## src/rtl/alu_sched_pkg.sv

```systemverilog
// Shared types and constants for the ALU scheduler / power sequencer.
package alu_sched_pkg;

  localparam int DATA_W  = 16;
  localparam int NUM_REQ = 2;

  typedef logic [3:0] opcode_t;

  localparam opcode_t OP_MUL = 4'b1000;
  localparam opcode_t OP_DIV = 4'b1001;

  typedef enum logic [2:0] {
    OFF,
    PWR_UP,
    ISO_REL,
    READY,
    START,
    WAIT,
    ISO_ON
  } state_e;

  typedef struct packed {
    logic [DATA_W-1:0] a;
    logic [DATA_W-1:0] b;
    opcode_t           op;
  } alu_req_t;

endpackage

```

## src/rtl/alu_rr_arb.sv

```systemverilog
// 2-way round-robin arbiter: with both valid, the requester not granted last wins.
module alu_rr_arb (
  input  logic [1:0] valid,
  input  logic       en,
  input  logic       last_grant,
  output logic [1:0] grant
);

  always_comb begin
    grant = 2'b00;
    if (en) begin
      if (&valid) grant = last_grant ? 2'b01 : 2'b10;
      else        grant = valid;
    end
  end

endmodule

```

## src/rtl/alu_sched.sv

```systemverilog
// Two-requester scheduler and power sequencer for the multi-cycle ALU.
// Idle power-down is built only when ALU_SCHED_AUTO_PD_EN is defined.
module alu_sched
  import alu_sched_pkg::*;
#(
  parameter int PWR_UP_CYCLES  = 4,
  parameter int IDLE_PD_CYCLES = 16
) (
  input  logic              clk,
  input  logic              rst,
  input  logic              req0_valid,
  output logic              req0_ready,
  input  logic [DATA_W-1:0] req0_a,
  input  logic [DATA_W-1:0] req0_b,
  input  opcode_t           req0_op,
  input  logic              req1_valid,
  output logic              req1_ready,
  input  logic [DATA_W-1:0] req1_a,
  input  logic [DATA_W-1:0] req1_b,
  input  opcode_t           req1_op,
  output logic              rsp_valid,
  output logic              rsp_id,
  output logic [DATA_W-1:0] rsp_result,
  output logic              alu_pwr_en,
  output logic              iso_en,
  output logic [DATA_W-1:0] alu_a,
  output logic [DATA_W-1:0] alu_b,
  output opcode_t           alu_opcode,
  output logic              alu_start,
  input  logic              alu_busy,
  input  logic [DATA_W-1:0] alu_result
);

  if (PWR_UP_CYCLES < 1 || IDLE_PD_CYCLES < 1) begin : g_param_chk
    $error("alu_sched: PWR_UP_CYCLES and IDLE_PD_CYCLES must be >= 1");
  end

  localparam int PU_W = (PWR_UP_CYCLES > 1) ? $clog2(PWR_UP_CYCLES) : 1;
  localparam logic [PU_W-1:0] PU_LAST = PU_W'(PWR_UP_CYCLES - 1);

  state_e                    state, state_nx;
  logic [PU_W-1:0]           pu_cnt;
  logic                      last_grant;
  logic                      arb_en;
  logic                      idle_done;
  logic [NUM_REQ-1:0]        valid, grant;
  alu_req_t [NUM_REQ-1:0]    req;
  alu_req_t                  gnt_req;

  assign valid   = {req1_valid, req0_valid};
  assign req[0]  = {req0_a, req0_b, req0_op};
  assign req[1]  = {req1_a, req1_b, req1_op};
  assign gnt_req = req[grant[1]];
  assign {req1_ready, req0_ready} = grant;

  alu_rr_arb u_arb (
    .valid      (valid),
    .en         (arb_en),
    .last_grant (last_grant),
    .grant      (grant)
  );

`ifdef ALU_SCHED_AUTO_PD_EN
  localparam int IC_W = (IDLE_PD_CYCLES > 1) ? $clog2(IDLE_PD_CYCLES) : 1;
  localparam logic [IC_W-1:0] IC_LAST = IC_W'(IDLE_PD_CYCLES - 1);

  logic [IC_W-1:0] idle_cnt;

  // Counts only consecutive idle READY cycles; any other state restarts it.
  always_ff @(posedge clk) begin
    if (rst || state != READY || |valid) idle_cnt <= '0;
    else                                  idle_cnt <= idle_cnt + 1'b1;
  end

  assign idle_done = (state == READY) && !(|valid) && (idle_cnt == IC_LAST);
`else
  assign idle_done = 1'b0;
`endif

  always_ff @(posedge clk) begin
    if (rst) state <= OFF;
    else     state <= state_nx;
  end

  always_comb begin
    state_nx   = state;
    alu_pwr_en = 1'b1;
    iso_en     = 1'b0;
    alu_start  = 1'b0;
    arb_en     = 1'b0;
    case (state)
      OFF: begin
        alu_pwr_en = 1'b0;
        iso_en     = 1'b1;
        if (|valid) state_nx = PWR_UP;
      end
      PWR_UP: begin
        iso_en = 1'b1;
        if (pu_cnt == PU_LAST) state_nx = ISO_REL;
      end
      ISO_REL: state_nx = READY;
      READY: begin
        arb_en = 1'b1;
        if (|valid)         state_nx = START;
        else if (idle_done) state_nx = ISO_ON;
      end
      START: begin
        alu_start = 1'b1;
        state_nx  = WAIT;
      end
      WAIT: if (!alu_busy) state_nx = READY;
      ISO_ON: begin
        iso_en   = 1'b1;
        state_nx = OFF;
      end
      default: begin
        alu_pwr_en = 1'b0;
        iso_en     = 1'b1;
        state_nx   = OFF;
      end
    endcase
  end

  // last_grant doubles as the id of the operation in flight.
  always_ff @(posedge clk) begin
    if (rst) begin
      pu_cnt     <= '0;
      last_grant <= 1'b1;
      alu_a      <= '0;
      alu_b      <= '0;
      alu_opcode <= '0;
      rsp_valid  <= 1'b0;
      rsp_id     <= 1'b0;
      rsp_result <= '0;
    end else begin
      rsp_valid <= 1'b0;
      if (state == OFF)         pu_cnt <= '0;
      else if (state == PWR_UP) pu_cnt <= pu_cnt + 1'b1;
      if (|grant) begin
        alu_a      <= gnt_req.a;
        alu_b      <= gnt_req.b;
        alu_opcode <= gnt_req.op;
        last_grant <= grant[1];
      end
      if (state == WAIT && !alu_busy) begin
        rsp_valid  <= 1'b1;
        rsp_id     <= last_grant;
        rsp_result <= alu_result;
      end
    end
  end

endmodule
```

## config.mk

```make
export PLATFORM = sky130hd
export DESIGN_NAME = alu_sched
export DESIGN_NICKNAME = d
export VERILOG_FILES = /design/src/rtl/alu_sched_pkg.sv /design/src/rtl/alu_rr_arb.sv /design/src/rtl/alu_sched.sv
export SDC_FILE = /design/constraint.sdc
export NUM_CORES = 1
export LEC_CHECK = 0
export CAP_MARGIN = 20
export CORE_ASPECT_RATIO = 1.2
export CORE_MARGIN = 5
export CORE_UTILIZATION = 37
export CTS_BUF_LIST = sky130_fd_sc_hd__clkbuf_8
export CTS_CLUSTER_SIZE = 30
export DETAILED_ROUTE_END_ITERATION = 6
export GPL_ROUTABILITY_DRIVEN = 1
export GPL_TIMING_DRIVEN = 0
export PLACE_DENSITY = 0.82
export SYNTH_ARGS = -nofsm -noshare
export SYNTH_HDL_FRONTEND = slang
export SYNTH_SLANG_ARGS = --single-unit
```

## constraint.sdc

```tcl
create_clock -name clk -period 2.4 [get_ports clk]
set_input_delay 0.48 -clock clk [delete_from_list [all_inputs] [get_ports clk]]
set_output_delay 0.48 -clock clk [all_outputs]
set_load 0.02 [all_outputs]
```

==> results of run 1 <==
-- worst max-delay path by stage --
| stage | start | to | slack [ns] | depth (start not counted) |
|---|---|---|---|---|
| 3_3_place_gp | req1_valid | req0_ready | -0.77 | 6 |
| 2_1_floorplan | req1_valid | req0_ready | 0.56 | 4 |
| 5_1_grt | state[2]$_SDFFE_PP0P_ | iso_en | 0.02 | 4 |
| 6_report | state[2]$_SDFFE_PP0P_ | iso_en | 0.13 | 4 |
| 4_1_cts | req1_valid | req0_ready | 0.008 | 6 |
| 3_5_place_dp | req1_valid | req0_ready | -0.77 | 6 |
-- critical path, delay by kind of cell, from the launching register on --
family                 cells  cell delay, ns
flip-flops                 1            0.42
AND/OR/NAND/NOR            2            0.26
buffers and inverters      2            0.78
-- power by group --
part           internal (mW)  total [mW]  leakage [nW]  switching, mW
Clock                  0.718        1.15         0.122          0.427
Sequential             0.998        1.00         0.484        0.00364
Combinational          0.158       0.225          1.19         0.0666
-- cell usage in the layout (no fill, tap or decap), drive strengths merged, types with 14 or more instances in the layout --
cell type | Yosys | layout
clkdlybuf4s50 | 0 | 147
dfxtp | 60 | 60
nand2 | 39 | 39
inv | 38 | 38
nor3 | 37 | 37
nand2b | 37 | 37
a221oi | 36 | 36
clkbuf | 16 | 27
a21oi | 22 | 22
buf | 13 | 14
-- routing by layer --
metal,global-route usage [%],up-vias
met5,0,-
met4,7.77,0
met3,7.30,18
met2,32.8,112
met1,20.8,1341
li1,-,1452
-- area by class of cell --
cell class                      count  area share, %
Sequential cell                    60           25.1
Clock inverter                      6           2.33
Buffer                             29           3.74
Timing Repair Buffer              151           31.3
Tap cell                           92           2.41
Inverter                           38           2.98
Clock buffer                       10           2.88
Multi-Input combinational cell    202           29.2
-- sequential cells by signal (all words and copies together), names as in the netlist --
signal,count
pu_cnt,2
state,3
rsp_valid,1
alu_b,16
last_grant,1
alu_opcode,4
rsp_id,1
alu_a,16
rsp_result,16
-- stage by stage --
step	setup TNS [ns]	area (um^2)	total power [mW]	utilization [%]
CTS	0	4790	2.39	62.5
global placement	-1.42	4510	1.25	58.9
floorplan	0	2890	1.08	-
detailed placement	-1.59	4510	1.25	58.9
global route	0	4780	2.46	62.4
finish	0	4780	2.37	62.4
-- cells by family (layout without fill, tap and decap cells) --
group                      count (synthesis)  after routing
AOI/OAI and AO/OA                         66             66
adders and majority gates                  2              2
buffers and inverters                     67            234
DFF                                       60             60
and+or+nand+nor                          134            134
==> impl_metrics.yaml, run 1 <==
run_status:
  status: "complete, no violations"
cts:
  cts_hold_buf: 0
  cts_buffers: 9
  cts-htree-levels: 3
  root_buffer: "clkbuf_8"
  clock_latency_ns: 0.33
  cts_tree: "yes"
  post_cts_resized: 18
  post-cts-setup-buffers: 0
  cts_buffer_depth: 2
  numClockSinks: 60
  clk_pin_slew_worst_paths_ns: 0.07
routing:
  vias: 2923
  vias_per_cell: 4.97
  drc: 0
  drtIter0Drc: 61
  detail-route-antenna-nets: 0
  dr_wl_met3_um: 876
  maxUsedRoutingLayer: "met4"
  drt-total-wl_um: 9250
  first_pass_iters: 4
  wl_met1_um: 3620
  wl_per_cell_um: 15.7
  met2_length_um: 4540
finish:
  syn_to_final_growth_pct: 65.6
  drive_above_1_share_pct: 13.7
  layout.cells.non_filler: 588
  layout.nets: 586
  diodes: 0
  fill_cells: 649
  multi_input_area_mm2: 0.00140
  ff_latch_area_mm2: 0.00120
placement:
  port_buffers: 151
  place.gp.congestion: 0.780
  hpwl_um: 7030
  preCtsSetupSlack_ns: -0.775
  place_inst: 572
critical_path:
  critPathMaxStageDelay_ns: 0.55
  crit-reg2reg-capture: "alu_b[15]$_SDFFE_PP0P_"
  cp.arrival_ns: 1.79
  worstPathRequired_ns: 1.92
  crit_path_end_kind: "primary output"
  reg2reg_depth: 6
  cp_cell_sequence: "clkbuf_4 > nor2b_1 > nor2_1 > clkdlybuf4s50_1"
  crit_type: "flip-flop to primary output"
  cp-start-kind: "flip-flop"
  crit_fanout: 10
  r2r_slack_ns: 0.68
  cp_slowest_cell: "clkdlybuf4s50_1"
  r2r_start: "state[0]$_SDFFE_PP0P_"
grt:
  grt_first_pass_wirelength_um: 15100
  grt-ovfl-total: 0
  grt_pass1_vias: 3197
  grt_use_total_pct: 19.0
  antenna_found_initial: 0
  grt_max_degree: 12
die:
  die_w_um: 90.6
  core_mm2: 0.00766
  rows: 35
  die_h_um: 107
  start_util_pct: 37.7
  die_area_mm2: 0.00968
  io_pins: 152
synth:
  yosysSeqAreaShare_pct: 41.6
  synth_area_per_cell_um2: 8.78
  synth_top_cell_by_area: "dfxtp_1"
  syn_inst: 329
  synth_fa_ha_area_share_pct: 0.867
  synth_xor_area_share_pct: 0
  synthSimpleGateAreaFrac_pct: 24.7
  synthArstFlopShare_pct: 0
  syn_nets: 424
  ys_ff_latch: 60
  yosys-top-cells-area: "dfxtp_1, a221oi_2, nand2b_1"
  syn_area_mm2: 0.00289
  synth_compound_area_share_pct: 22.8
  synth_top_area_share_pct: 41.6
  synth_mux_area_share_pct: 0
  synth_edf_count: 0
  synth_warnings: 0
  ys_types: 29
  synthFlopType: "dfxtp_1"
  synth_common_cells: "dfxtp_1, nand2_1, inv_1"
  synth.most_common_cell: "dfxtp_1"
  synth_top_family_by_area: "simple AND/OR/NAND/NOR gates"
sta:
  fin_hold_ws_ns: 0.455
  tightest_slew_ns: 0.499
  setup_ws_ns: 0.129
  fin_crit_ns: 2.27
  drv_slew: 0
  period_share_pct: 94.6
  slew_headroom_pct: 66.8
  finalHoldViolations: 0
  setup_viol: 0
  clock-skew-final_ns: 0.0124
  fmax_mhz: 440
  rsz0062_at_grt: "no"
power:
  ir_drop_v: 0.000404
  power.leakage_nw: 1.80
  power_density_mw_per_mm2: 496
hold_path:
  whs_path_depth: 2
  hold_path.class: "flip-flop to flip-flop"
  min-delay-start: "rsp_result[4]$_SDFFE_PP0P_"
  min_to: "rsp_result[4]$_SDFFE_PP0P_"
job:
  maxCapViolCount: 0
Note: power is estimated with default switching activity, not from simulation.
==> inputs of run 2 (changes only) <==
CORE_MARGIN = default   (was 5)
==> run 2 against run 1 <==
Total power decreased by 12%. Flip-flop and latch count did not move. Global-route usage grew 2.3 points. Final cell count decreased by 0.51%. Clock power shrank 25%. Highest routed layer unchanged. Register-to-register slack improved by 0.03 ns. Via count grew 0.75%. Clock-buffer cell count up 1. Fmax is 1.6% lower. Sequential power hardly changed.
==> impl_metrics.yaml, run 2 (same netlist as run 1, synthesis figures left out) <==
run_status:
  status: "complete, no violations"
die:
  core_mm2: 0.00740
  die_area_mm2: 0.00816
  die_w_um: 82.6
  die_h_um: 98.8
  start_util_pct: 39.0
  io_pins: 152
  rows: 34
critical_path:
  critPathMaxStageDelay_ns: 0.51
  cp_cell_sequence: "clkdlybuf4s50_1 > nand2_1 > and4_1 > buf_4 > buf_8 > clkdlybuf4s15_2"
  worstPathRequired_ns: 1.92
  crit_path_end_kind: "primary output"
  crit_type: "input port to primary output"
  cp_num_buf_inv: 4
  crit_fanout: 10
  crit_family: "buffers and inverters"
  cp-start-kind: "input port"
  cp_slowest_cell: "clkdlybuf4s50_1"
  cp.arrival_ns: 1.83
sta:
  clock-skew-final_ns: 0.00761
  rsz0062_at_grt: "no"
  tightest_slew_ns: 0.483
  fmax_mhz: 433
  drv_slew: 0
  setup_viol: 0
  period_share_pct: 96.2
  fin_crit_ns: 2.31
  fin_hold_ws_ns: 0.456
  finalHoldViolations: 0
  slew_headroom_pct: 67.8
grt:
  antenna_found_initial: 0
  grt_use_total_pct: 21.3
  grt-ovfl-total: 0
  grt_pass1_vias: 2968
  grt_max_degree: 20
  grt_first_pass_wirelength_um: 13400
placement:
  dpl-instance-area_mm2: 0.00451
  place_inst: 570
  place.gp.congestion: 0.752
  hpwl_um: 6400
  port_buffers: 151
cts:
  cts_hold_buf: 0
  numClockSinks: 60
  cts_tree: "yes"
  clock_latency_ns: 0.34
  post-cts-setup-buffers: 0
  cts-htree-levels: 3
  cts_buffers: 9
  root_buffer: "clkbuf_8"
  cts_buffer_depth: 2
  clk_pin_slew_worst_paths_ns: 0.07
routing:
  wl_per_cell_um: 14.7
  drt-total-wl_um: 8620
  vias: 2945
  drtIter0Drc: 78
  drc: 0
  detail-route-antenna-nets: 0
  first_pass_iters: 4
  vias_per_cell: 5.03
finish:
  diodes: 0
  final_util_pct: 63.8
  layout.cells.non_filler: 585
  layout_commonest_cell: "clkdlybuf4s50_1"
  drive_above_1_share_pct: 13.3
  syn_to_final_growth_pct: 63.6
  reg_top3: "alu_a x16, alu_b x16, rsp_result x16"
  layout.nets: 585
  fin_area_mm2: 0.00472
  final_cell_mix: "clkdlybuf4s50_1, dfxtp_1, nand2_1"
power:
  finalPower_mw: 2.09
  ir_drop_v: 0.000429
  power.leakage_nw: 1.76
  power_density_mw_per_mm2: 442
job:
  maxCapViolCount: 0
hold_path:
  hold_path.class: "flip-flop to flip-flop"
run 2: path summary, 6_finish.rpt:
| kind | from | to | slack [ns] | cells after the start |
|---|---|---|---|---|
| worst max-delay path | req0_valid | req1_ready | 0.09 | 6 |
| worst min-delay path | rsp_result[9]$_SDFFE_PP0P_ | rsp_result[9]$_SDFFE_PP0P_ | 0.46 | 2 |
| worst max register to register | state[2]$_SDFFE_PP0P_ | rsp_id$_SDFFE_PP0P_ | 0.71 | 5 |
| worst min register to register | rsp_result[9]$_SDFFE_PP0P_ | rsp_result[9]$_SDFFE_PP0P_ | 0.46 | 2 |
run 2: stage by stage:
stage | setup slack, ns | setup TNS (ns)
after CTS | 0.00640 | 0
after global routing | 0.0131 | 0
final | 0.0924 | 0
after floorplan | 0.558 | 0
after detailed placement | -0.736 | -1.35
after global placement | -0.770 | -1.34
run 2: per-layer routing:
metal  GRT usage (%)  routed length, um
met1            23.5               3490
met2            36.0               4100
met3            8.15                829
met4            8.36                200
met5               0                  0
run 2: timing repair:
action                     4_1_cts  5_1_grt
pin swaps                        0        0
setup endpoints to repair        4        2
resized for setup               14       10
run 2: cell type report:
class / count / area (um^2)
inverters: 38 / 143
clock inverters: 5 / 36.3
well taps: 90 / 113
clock buffers: 11 / 151
multi-input cells: 202 / 1400
repair buffers: 151 / 1510
plain buffers: 28 / 175
flip-flops and latches: 60 / 1200
fillers: 622 / 2680
run 2: worst register-to-register path, stage by stage, from the launching register on:
cell and delay [ns]:
dfxtp_1 0.43, or4bb_1 0.51, clkbuf_1 0.23, buf_2 0.25
nand2_1 0.09, a21oi_1 0.06
run 2: power breakdown:
part | leakage, nW | internal (mW) | switching [mW] | total (mW)
clock network | 0.0876 | 0.430 | 0.428 | 0.858
logic | 1.19 | 0.159 | 0.0672 | 0.226
registers | 0.484 | 0.999 | 0.00384 | 1.00
